File: src/rtl/full_adder_unit_if.sv
// Operand/result bundle for full_adder_unit: the producer drives the operands,
// and the adder returns the sum, the carry and the result-valid flag.
interface full_adder_unit_if #(
    parameter int WIDTH = 1
);
    logic             in_valid;
    logic [WIDTH-1:0] a;
    logic [WIDTH-1:0] b;
    logic             c_in;
    logic [WIDTH-1:0] s;
    logic             c_out;
    logic             out_valid;

    modport master (
        output in_valid, a, b, c_in,
        input  s, c_out, out_valid
    );

    modport slave (
        input  in_valid, a, b, c_in,
        output s, c_out, out_valid
    );
endinterface

File: src/rtl/full_adder_unit.sv
// Ripple-carry adder built from 1-bit full-adder cells: {c_out,s} = a + b + c_in.
// With REG_OUT=1 the result is registered (latency 1); with REG_OUT=0 it is combinational.
module full_adder_unit #(
    parameter int WIDTH   = 1,
    parameter int REG_OUT = 1
) (
    input  logic              clk,
    input  logic              rst_n,
    full_adder_unit_if.slave  bus
);

    // Chain of full-adder cells; the returned MSB is the carry out of the last cell.
    function automatic logic [WIDTH:0] ripple_add(
        input logic [WIDTH-1:0] x,
        input logic [WIDTH-1:0] y,
        input logic             cin
    );
        logic [WIDTH:0]   c;
        logic [WIDTH-1:0] sm;
        c    = '0;
        sm   = '0;
        c[0] = cin;
        for (int i = 0; i < WIDTH; i++) begin
            sm[i]   = x[i] ^ y[i] ^ c[i];
            c[i+1]  = (x[i] & y[i]) | (c[i] & (x[i] ^ y[i]));
        end
        return {c[WIDTH], sm};
    endfunction

    logic [WIDTH:0] sum_full;

    assign sum_full = ripple_add(bus.a, bus.b, bus.c_in);

    if (REG_OUT != 0) begin : g_reg
        logic [WIDTH-1:0] s_d, s_q;
        logic             c_out_d, c_out_q;
        logic             out_valid_d, out_valid_q;

        // Operands are only looked at when valid, so X on idle inputs never reaches the held result.
        always_comb begin
            s_d         = s_q;
            c_out_d     = c_out_q;
            out_valid_d = bus.in_valid;
            if (bus.in_valid) begin
                s_d     = sum_full[WIDTH-1:0];
                c_out_d = sum_full[WIDTH];
            end
        end

        always_ff @(posedge clk or negedge rst_n) begin
            if (!rst_n) begin
                s_q         <= '0;
                c_out_q     <= 1'b0;
                out_valid_q <= 1'b0;
            end else begin
                s_q         <= s_d;
                c_out_q     <= c_out_d;
                out_valid_q <= out_valid_d;
            end
        end

        assign bus.s         = s_q;
        assign bus.c_out     = c_out_q;
        assign bus.out_valid = out_valid_q;
    end else begin : g_comb
        // Clock and reset have no role in the combinational build.
        logic unused_clk_rst;
        assign unused_clk_rst = clk ^ rst_n;

        assign bus.s         = sum_full[WIDTH-1:0];
        assign bus.c_out     = sum_full[WIDTH];
        assign bus.out_valid = bus.in_valid;
    end

endmodule

File: src/flat_wrapper.sv
// flat-port wrapper written by rule: the top's interface ports become plain ports
module full_adder_unit_flat 
#(
    parameter int WIDTH   = 1,
    parameter int REG_OUT = 1
)
  (clk, rst_n, bus_in_valid, bus_a, bus_b, bus_c_in, bus_s, bus_c_out, bus_out_valid);
  full_adder_unit_if #(.WIDTH(WIDTH)) bus_i ();
  input  logic clk;
  input  logic rst_n;
  input wire logic [$bits(bus_i.in_valid)-1:0] bus_in_valid;
  input wire logic [$bits(bus_i.a)-1:0] bus_a;
  input wire logic [$bits(bus_i.b)-1:0] bus_b;
  input wire logic [$bits(bus_i.c_in)-1:0] bus_c_in;
  output wire logic [$bits(bus_i.s)-1:0] bus_s;
  output wire logic [$bits(bus_i.c_out)-1:0] bus_c_out;
  output wire logic [$bits(bus_i.out_valid)-1:0] bus_out_valid;
  assign bus_i.in_valid = bus_in_valid;
  assign bus_i.a = bus_a;
  assign bus_i.b = bus_b;
  assign bus_i.c_in = bus_c_in;
  assign bus_s = bus_i.s;
  assign bus_c_out = bus_i.c_out;
  assign bus_out_valid = bus_i.out_valid;
  full_adder_unit #(.WIDTH(WIDTH), .REG_OUT(REG_OUT)) u_core (.clk(clk), .rst_n(rst_n), .bus(bus_i));
endmodule
File: config.mk
export PLATFORM = sky130hd
export DESIGN_NAME = full_adder_unit_flat
export DESIGN_NICKNAME = d
export VERILOG_FILES = /design/src/rtl/full_adder_unit_if.sv /design/src/rtl/full_adder_unit.sv /design/src/flat_wrapper.sv
export SDC_FILE = /design/constraint.sdc
export NUM_CORES = 1
export LEC_CHECK = 0
export CAP_MARGIN = 20
export CORE_AREA = 2 2 39 41
export DETAILED_ROUTE_END_ITERATION = 8
export DIE_AREA = 0 0 41 43
export PLACE_DENSITY_LB_ADDON = 0.05
export SLEW_MARGIN = 20
export SYNTH_ARGS = -nofsm -noshare
export SYNTH_HDL_FRONTEND = slang
export SYNTH_SLANG_ARGS = --single-unit
File: constraint.sdc
create_clock -name clk -period 0.8 [get_ports clk]
set_clock_uncertainty 0.05 [all_clocks]
set_input_delay 0.16 -clock clk [delete_from_list [all_inputs] [get_ports clk]]
set_output_delay 0.16 -clock clk [all_outputs]
set_load 0.01 [all_outputs]
# Word-level counts from Yosys, hierarchy flattened
# Cells that the tools add are included.
# classes
n_addsub,0
multipliers,0
div,0
n_lt_le_gt_ge,0
n_eq_ne,0
n_shift,0
muxes,0
bitwise_logic,5
reduce_logical,0
# op_table
op,n
1-bit bitwise AND,2
1-bit bitwise XOR,2
1-bit bitwise OR,1
# totals
regBits,3
latch_bits,0
mem_bits_rw,0
rom_bits,0
inputBits,6
wordCells,8
mem_count,0

# Longest topological paths before layout
# Gate-level depths: netlist of run 1.
# depth
depth_word,3
ltp_mapped,2
depth_no_buf,2

# Worst setup path before layout of run 1
# Ideal clock, no wire load.
# synth_timing
kind,input -> register
from,input port bus_c_in
to,"register u_core.g_reg.s_q, in the netlist u_core.bus.s"
setup_ns,0.125
arrival_time_ns,0.861
required_ns,0.625
setup_slack_ns,-0.236
path_stages,2
path_buffers,0
cell_sequence,fa_1 mux2_2
# synth_between
elab_chain_cells,1
# synth_lines
item,line_no,source
from (decl),flat_wrapper.sv:14,input wire logic [$bits(bus_i.c_in)-1:0] bus_c_in;
1-bit bitwise XOR,full_adder_unit.sv:24,sm[i] = x[i] ^ y[i] ^ c[i];
to (signal assigned),full_adder_unit.sv:52,s_q <= '0;
to (signal assigned),full_adder_unit.sv:56,s_q <= s_d;
to (decl),full_adder_unit.sv:35,"logic [WIDTH-1:0] s_d, s_q;"
# No other way between the ends.
# A chain may end at the register's enable or synchronous reset.

# Final worst setup path of run 1
# layout_timing
from,"register u_core.g_reg.c_out_q, in the netlist u_core.bus.c_out"
to,output port bus_c_out
# layout_rtl
item,line_no,source
from (decl),full_adder_unit.sv:36,"logic c_out_d, c_out_q;"
from (signal assigned),full_adder_unit.sv:57,c_out_q <= c_out_d;
to (decl),flat_wrapper.sv:16,output wire logic [$bits(bus_i.c_out)-1:0] bus_c_out;
# No word-level cell between the ends.

==> reports/qor.yml, run 1 <==
worst_r2r_endpoint: "u_core.bus.c_out"
vias: 98
cp.arrival_ns: 0.74
combPwrFrac: 0.222
synth_cell_types: 3
layout_commonest_cell: "buf_2"
grt_overflow: 0
initial_utilization: 0.0850
outcome: "finished with violations"
synthCells: 6
post_cts_buffers: 0
cp.required_ns: 0.59
seq_area_um2: 75.1
cell_internal_pwr_mw: 0.448
clock-sinks: 3
min_path_type: "in -> async"
vdd_ir_drop_max_mv: 0.376
antenna_found_initial: 0
period_needed_ns: 0.949
seqPwrFrac: 0.319
drc: 0
dp_cells: 32
cts_tree: "done"
multi_input_area_um2: 52.6
place.port_buffers: 8
tightest_slew_ns: 0.164
fp.dieArea_um2: 1760
switching_share: 0.223
drv_slew: 0
power_density_nw_per_um2: 2300
post-place-ws_ns: -0.732
path_buf_inv: 1
clk_pin_slew_worst_paths_ns: 0.04
start_kind: "flip-flop"
syn2layout_area_growth_pct: 113
rr_worst_depth: 2
crit_path_max_fanout: 2
critPathMaxStageDelay_ns: 0.38
firstDrtPassIters: 1
clk_path_buf_depth: 2
grt_start_max_net_pins: 4
die_h_um: 43
fin_util: 0.181
power_mw: 0.577
clock.fmax_mhz: 1050
core_um2: 1380
num-fill-cells: 156
seq_area_frac_synth: 0.638
cp_slowest_cell: "dfrtp_1"
final_cells: 36
drtAntennaViolNets: 0
endpoint_kind: "output port"
syn_area_per_cell_um2: 19.6
drtIter0Drc: 0
grt_pass1_wl_um: 434
cts-root-buf: "clkbuf_4"
cts_made_buffers: 3
drive_gt1_frac: 0.700
ios: 9
syn_area_um2: 118
r2r_setup_slack_ns: -0.14
via_per_inst: 2.72
clk_latency_ns: 0.23
synth_warnings: 0
track_usage: 0.0462
worst_slack_ns: -0.149
violations: "negative setup slack"
critical_path_class: "reg -> out"
critical_path.top_delay_family: "flip-flops"
wl_per_cell_um: 8.31
slew_headroom: 0.891
synthesis.nets: 13
path_cells: "buf_6"
routed_wl_um: 299
diodes: 0
layout.cells.most_common_list: "buf_2 (4), clkbuf_4 (3), dfrtp_1 (3)"
ys_ff_latch: 3
clkPwrFrac: 0.459
place.gp.congestion: 0.549
die_w_um: 41
r2r-start: "u_core.bus.c_out"
hold_violations: 0
p_leak_nw: 0.120
row_count: 14
post-route-period-util: 1.19
max_cap_violations: 0
power_switching_mw: 0.128
nets: 28
rsz0062_at_grt: "yes"
first_global_vias: 115
setup-violations-final: 5
cts.htree.levels: 1
==> repair_timing <==
item	CTS	global route
hold buffers	0	0
resized for setup	26	2
pin swaps	1	0
endpoints found under the setup margin	5	5
hold endpoints to repair	0	0
==> final cells by class <==
type	instances	share of cell area
Timing Repair Buffer	10	0.305
Sequential cell	3	0.300
Multi-Input combinational cell	3	0.210
Clock buffer	4	0.105
Tap cell	16	0.0800
==> worst max-delay path by stage <==
stage,cells past startpoint,from,slack (ns),end
after floorplan,2,bus_c_in,-0.22,u_core.bus.s
after global placement,3,bus_b,-0.72,u_core.bus.s
after detailed placement,3,bus_b,-0.73,u_core.bus.s
after CTS,1,u_core.bus.c_out,-0.17,bus_c_out
after global routing,1,u_core.bus.s,-0.19,bus_s
final,1,u_core.bus.c_out,-0.15,bus_c_out
==> power by group through the flow <==
| stage | logic (mW) | clock network [mW] | registers, mW |
|---|---|---|---|
| 6_report | 0.128 | 0.264 | 0.184 |
| 5_1_grt | 0.143 | 0.287 | 0.188 |
| 4_1_cts | 0.114 | 0.280 | 0.181 |
| 3_5_place_dp | 0.133 | 0 | 0.183 |
| 3_3_place_gp | 0.136 | 0 | 0.182 |
| 2_1_floorplan | 0.0244 | 0 | 0.192 |
==> cell usage after synthesis <==
cell,count,area share
dfrtp_1,3,0.64
fa_1,1,0.17
mux2_2,2,0.19
==> registers in the layout, summed over array words and instances, names as in the netlist <==
register              count
u_core.bus.c_out          1
u_core.bus.out_valid      1
u_core.bus.s              1
==> cells by family (layout without fill, tap and decap cells) <==
group,count (synthesis),in the layout,synth area share
flip-flops,3,3,0.638
buffers and inverters,0,14,0
adder cells (fa/ha/maj),1,1,0.170
multiplexers,2,2,0.191
==> per-layer routing <==
layer | wire, µm | GRT usage | vias to the layer above
li1 | - | - | 47
met1 | 126 | 0.0419 | 42
met2 | 124 | 0.0469 | 9
met3 | 48 | 0.0471 | 0
met4 | 0 | 0.0600 | 0
met5 | 0 | 0 | -
==> stage by stage <==
stage / cell area, µm² / TNS, ns / hold slack [ns]
after floorplan: 124 / -0.347 / -0.186
after global placement: 239 / -2.19 / 0.313
after detailed placement: 239 / -2.19 / 0.310
after CTS: 238 / -0.716 / 0.0582
after global routing: 250 / -0.838 / 0.0735
final: 250 / -0.680 / 0.0613
Note: power is estimated with default switching activity, not from simulation.
==> run 2, diff against run 1 <==
PLACE_DENSITY = 0.3   (was unset)
PLACE_DENSITY_LB_ADDON = unset   (was 0.05)
==> reports/qor.yml, run 2 (same netlist as run 1, synthesis figures left out) <==
cp.arrival_ns: 0.74  # about the same
place.gp.congestion: 0.457  # was 0.549
cp.required_ns: 0.59  # about the same
period_needed_ns: 0.955  # was 0.949 ns
clock.fmax_mhz: 1050  # about the same
drv_slew: 0  # unchanged
r2r-start: "u_core.bus.c_out"  # unchanged
row_count: 14  # unchanged
drive_gt1_frac: 0.684  # was 0.700
cts-root-buf: "clkbuf_4"  # unchanged
antenna_found_initial: 0  # unchanged
cts.htree.levels: 1  # unchanged
first_global_vias: 145  # was 115
clock-sinks: 3  # unchanged
fp.dieArea_um2: 1760  # unchanged
grt_start_max_net_pins: 4  # unchanged
max_cap_violations: 0  # unchanged
setup-violations-final: 5  # unchanged
grt_pass1_wl_um: 510  # was 434 µm
layout_commonest_cell: "buf_6"  # was buf_2
clk_path_buf_depth: 2  # unchanged
cts_tree: "done"  # unchanged
post-place-ws_ns: -0.741  # was -0.732 ns
fin_util: 0.184  # was 0.181
outcome: "finished with violations"  # unchanged
track_usage: 0.0502  # was 0.0462
wl_per_cell_um: 9.06  # was 8.31 µm
path_buf_inv: 1  # unchanged
drtIter0Drc: 1  # was 0
critical_path_class: "reg -> out"  # unchanged
worst_slack_ns: -0.155  # was -0.149 ns
layout.cells.most_common_list: "buf_6 (4), clkbuf_4 (3), dfrtp_1 (3)"  # was buf_2 (4), clkbuf_4 (3), dfrtp_1 (3)
routed_wl_um: 317  # was 299 µm
hold_violations: 0  # unchanged
ios: 9  # unchanged
drc: 0  # unchanged
worst_r2r_endpoint: "u_core.bus.c_out"  # unchanged
power_density_nw_per_um2: 2190  # was 2300 nW/µm²
clk_latency_ns: 0.23  # about the same
via_per_inst: 2.97  # was 2.72
r2r_setup_slack_ns: -0.13  # was -0.14 ns
p_leak_nw: 0.119  # was 0.120 nW
vdd_ir_drop_max_mv: 0.191  # was 0.376 mV
firstDrtPassIters: 4  # was 1
core_um2: 1380  # unchanged
critPathMaxStageDelay_ns: 0.37  # was 0.38 ns
endpoint_kind: "output port"  # unchanged
holdWs_ns: 0.0657  # was 0.0613 ns
post-route-period-util: 1.19  # about the same
vias: 104  # was 98
clk_pin_slew_worst_paths_ns: 0.03  # was 0.04 ns
min_path_type: "in -> async"  # unchanged
cp_slowest_cell: "dfrtp_1"  # unchanged
tightest_slew_ns: 0.182  # was 0.164 ns
crit_path_max_fanout: 2  # unchanged
die_h_um: 43  # unchanged
path_cells: "buf_2"  # was buf_6
tns_ns: -0.663  # was -0.680 ns
slew_headroom: 0.879  # was 0.891
diodes: 0  # unchanged
rsz0062_at_grt: "yes"  # unchanged
place.port_buffers: 8  # unchanged
ctsHoldBuffers: 0  # unchanged
final_cells: 35  # was 36
syn2layout_area_growth_pct: 117  # was 113%
fin_area_um2: 255  # was 250 µm²
cts_made_buffers: 3  # unchanged
power_mw: 0.559  # was 0.577 mW
die_w_um: 41  # unchanged
start_kind: "flip-flop"  # unchanged
dpl_cell_area_um2: 231  # was 239 µm²
dp_cells: 31  # was 32
initial_utilization: 0.0850  # unchanged
violations: "negative setup slack"  # unchanged
grt_overflow: 0  # unchanged
rr_worst_depth: 2  # unchanged
num-fill-cells: 152  # was 156
drtAntennaViolNets: 0  # unchanged
nets: 27  # was 28
critical_path.top_delay_family: "flip-flops"  # unchanged
## run 2: per-layer routing
metal | share of wire | track usage | up-vias | wire length, µm
met5 | 0 | 0 | - | 0
met4 | 0 | 0.0800 | 0 | 0
met3 | 0.17 | 0.0157 | 0 | 54
met2 | 0.60 | 0.0875 | 10 | 190
met1 | 0.23 | 0.0225 | 49 | 73
li1 | - | - | 45 | -
## run 2: timing repair
item | CTS | global route
setup buffers | 0 | 0
gates cloned | 0 | 0
setup endpoints to repair | 5 | 5
gates resized for setup | 27 | 3
pin swaps | 1 | 1
## run 2: power by group
group | internal, mW | leakage (nW) | total [mW] | switching [mW]
Combinational | 0.0801 | 0.0690 | 0.118 | 0.0378
Sequential | 0.172 | 0.0350 | 0.185 | 0.0132
Clock | 0.186 | 0.0150 | 0.256 | 0.0699
## run 2: area by class of cell
| type | instances | area (µm²) | area share |
|---|---|---|---|
| Timing Repair Buffer | 9 | 81.3 | 0.319 |
| Sequential cell | 3 | 75.1 | 0.294 |
| Multi-Input combinational cell | 3 | 52.6 | 0.206 |
| Clock buffer | 4 | 26.3 | 0.103 |
| Tap cell | 16 | 20.0 | 0.0784 |
## run 2: worst max-delay path by stage
stage,cells after the start,to,from,slack [ns]
2_1_floorplan,2,u_core.bus.s,bus_c_in,-0.22
3_3_place_gp,3,u_core.bus.s,bus_b,-0.73
3_5_place_dp,3,u_core.bus.s,bus_b,-0.74
4_1_cts,1,bus_c_out,u_core.bus.c_out,-0.16
5_1_grt,1,bus_c_out,u_core.bus.c_out,-0.18
6_report,1,bus_c_out,u_core.bus.c_out,-0.15
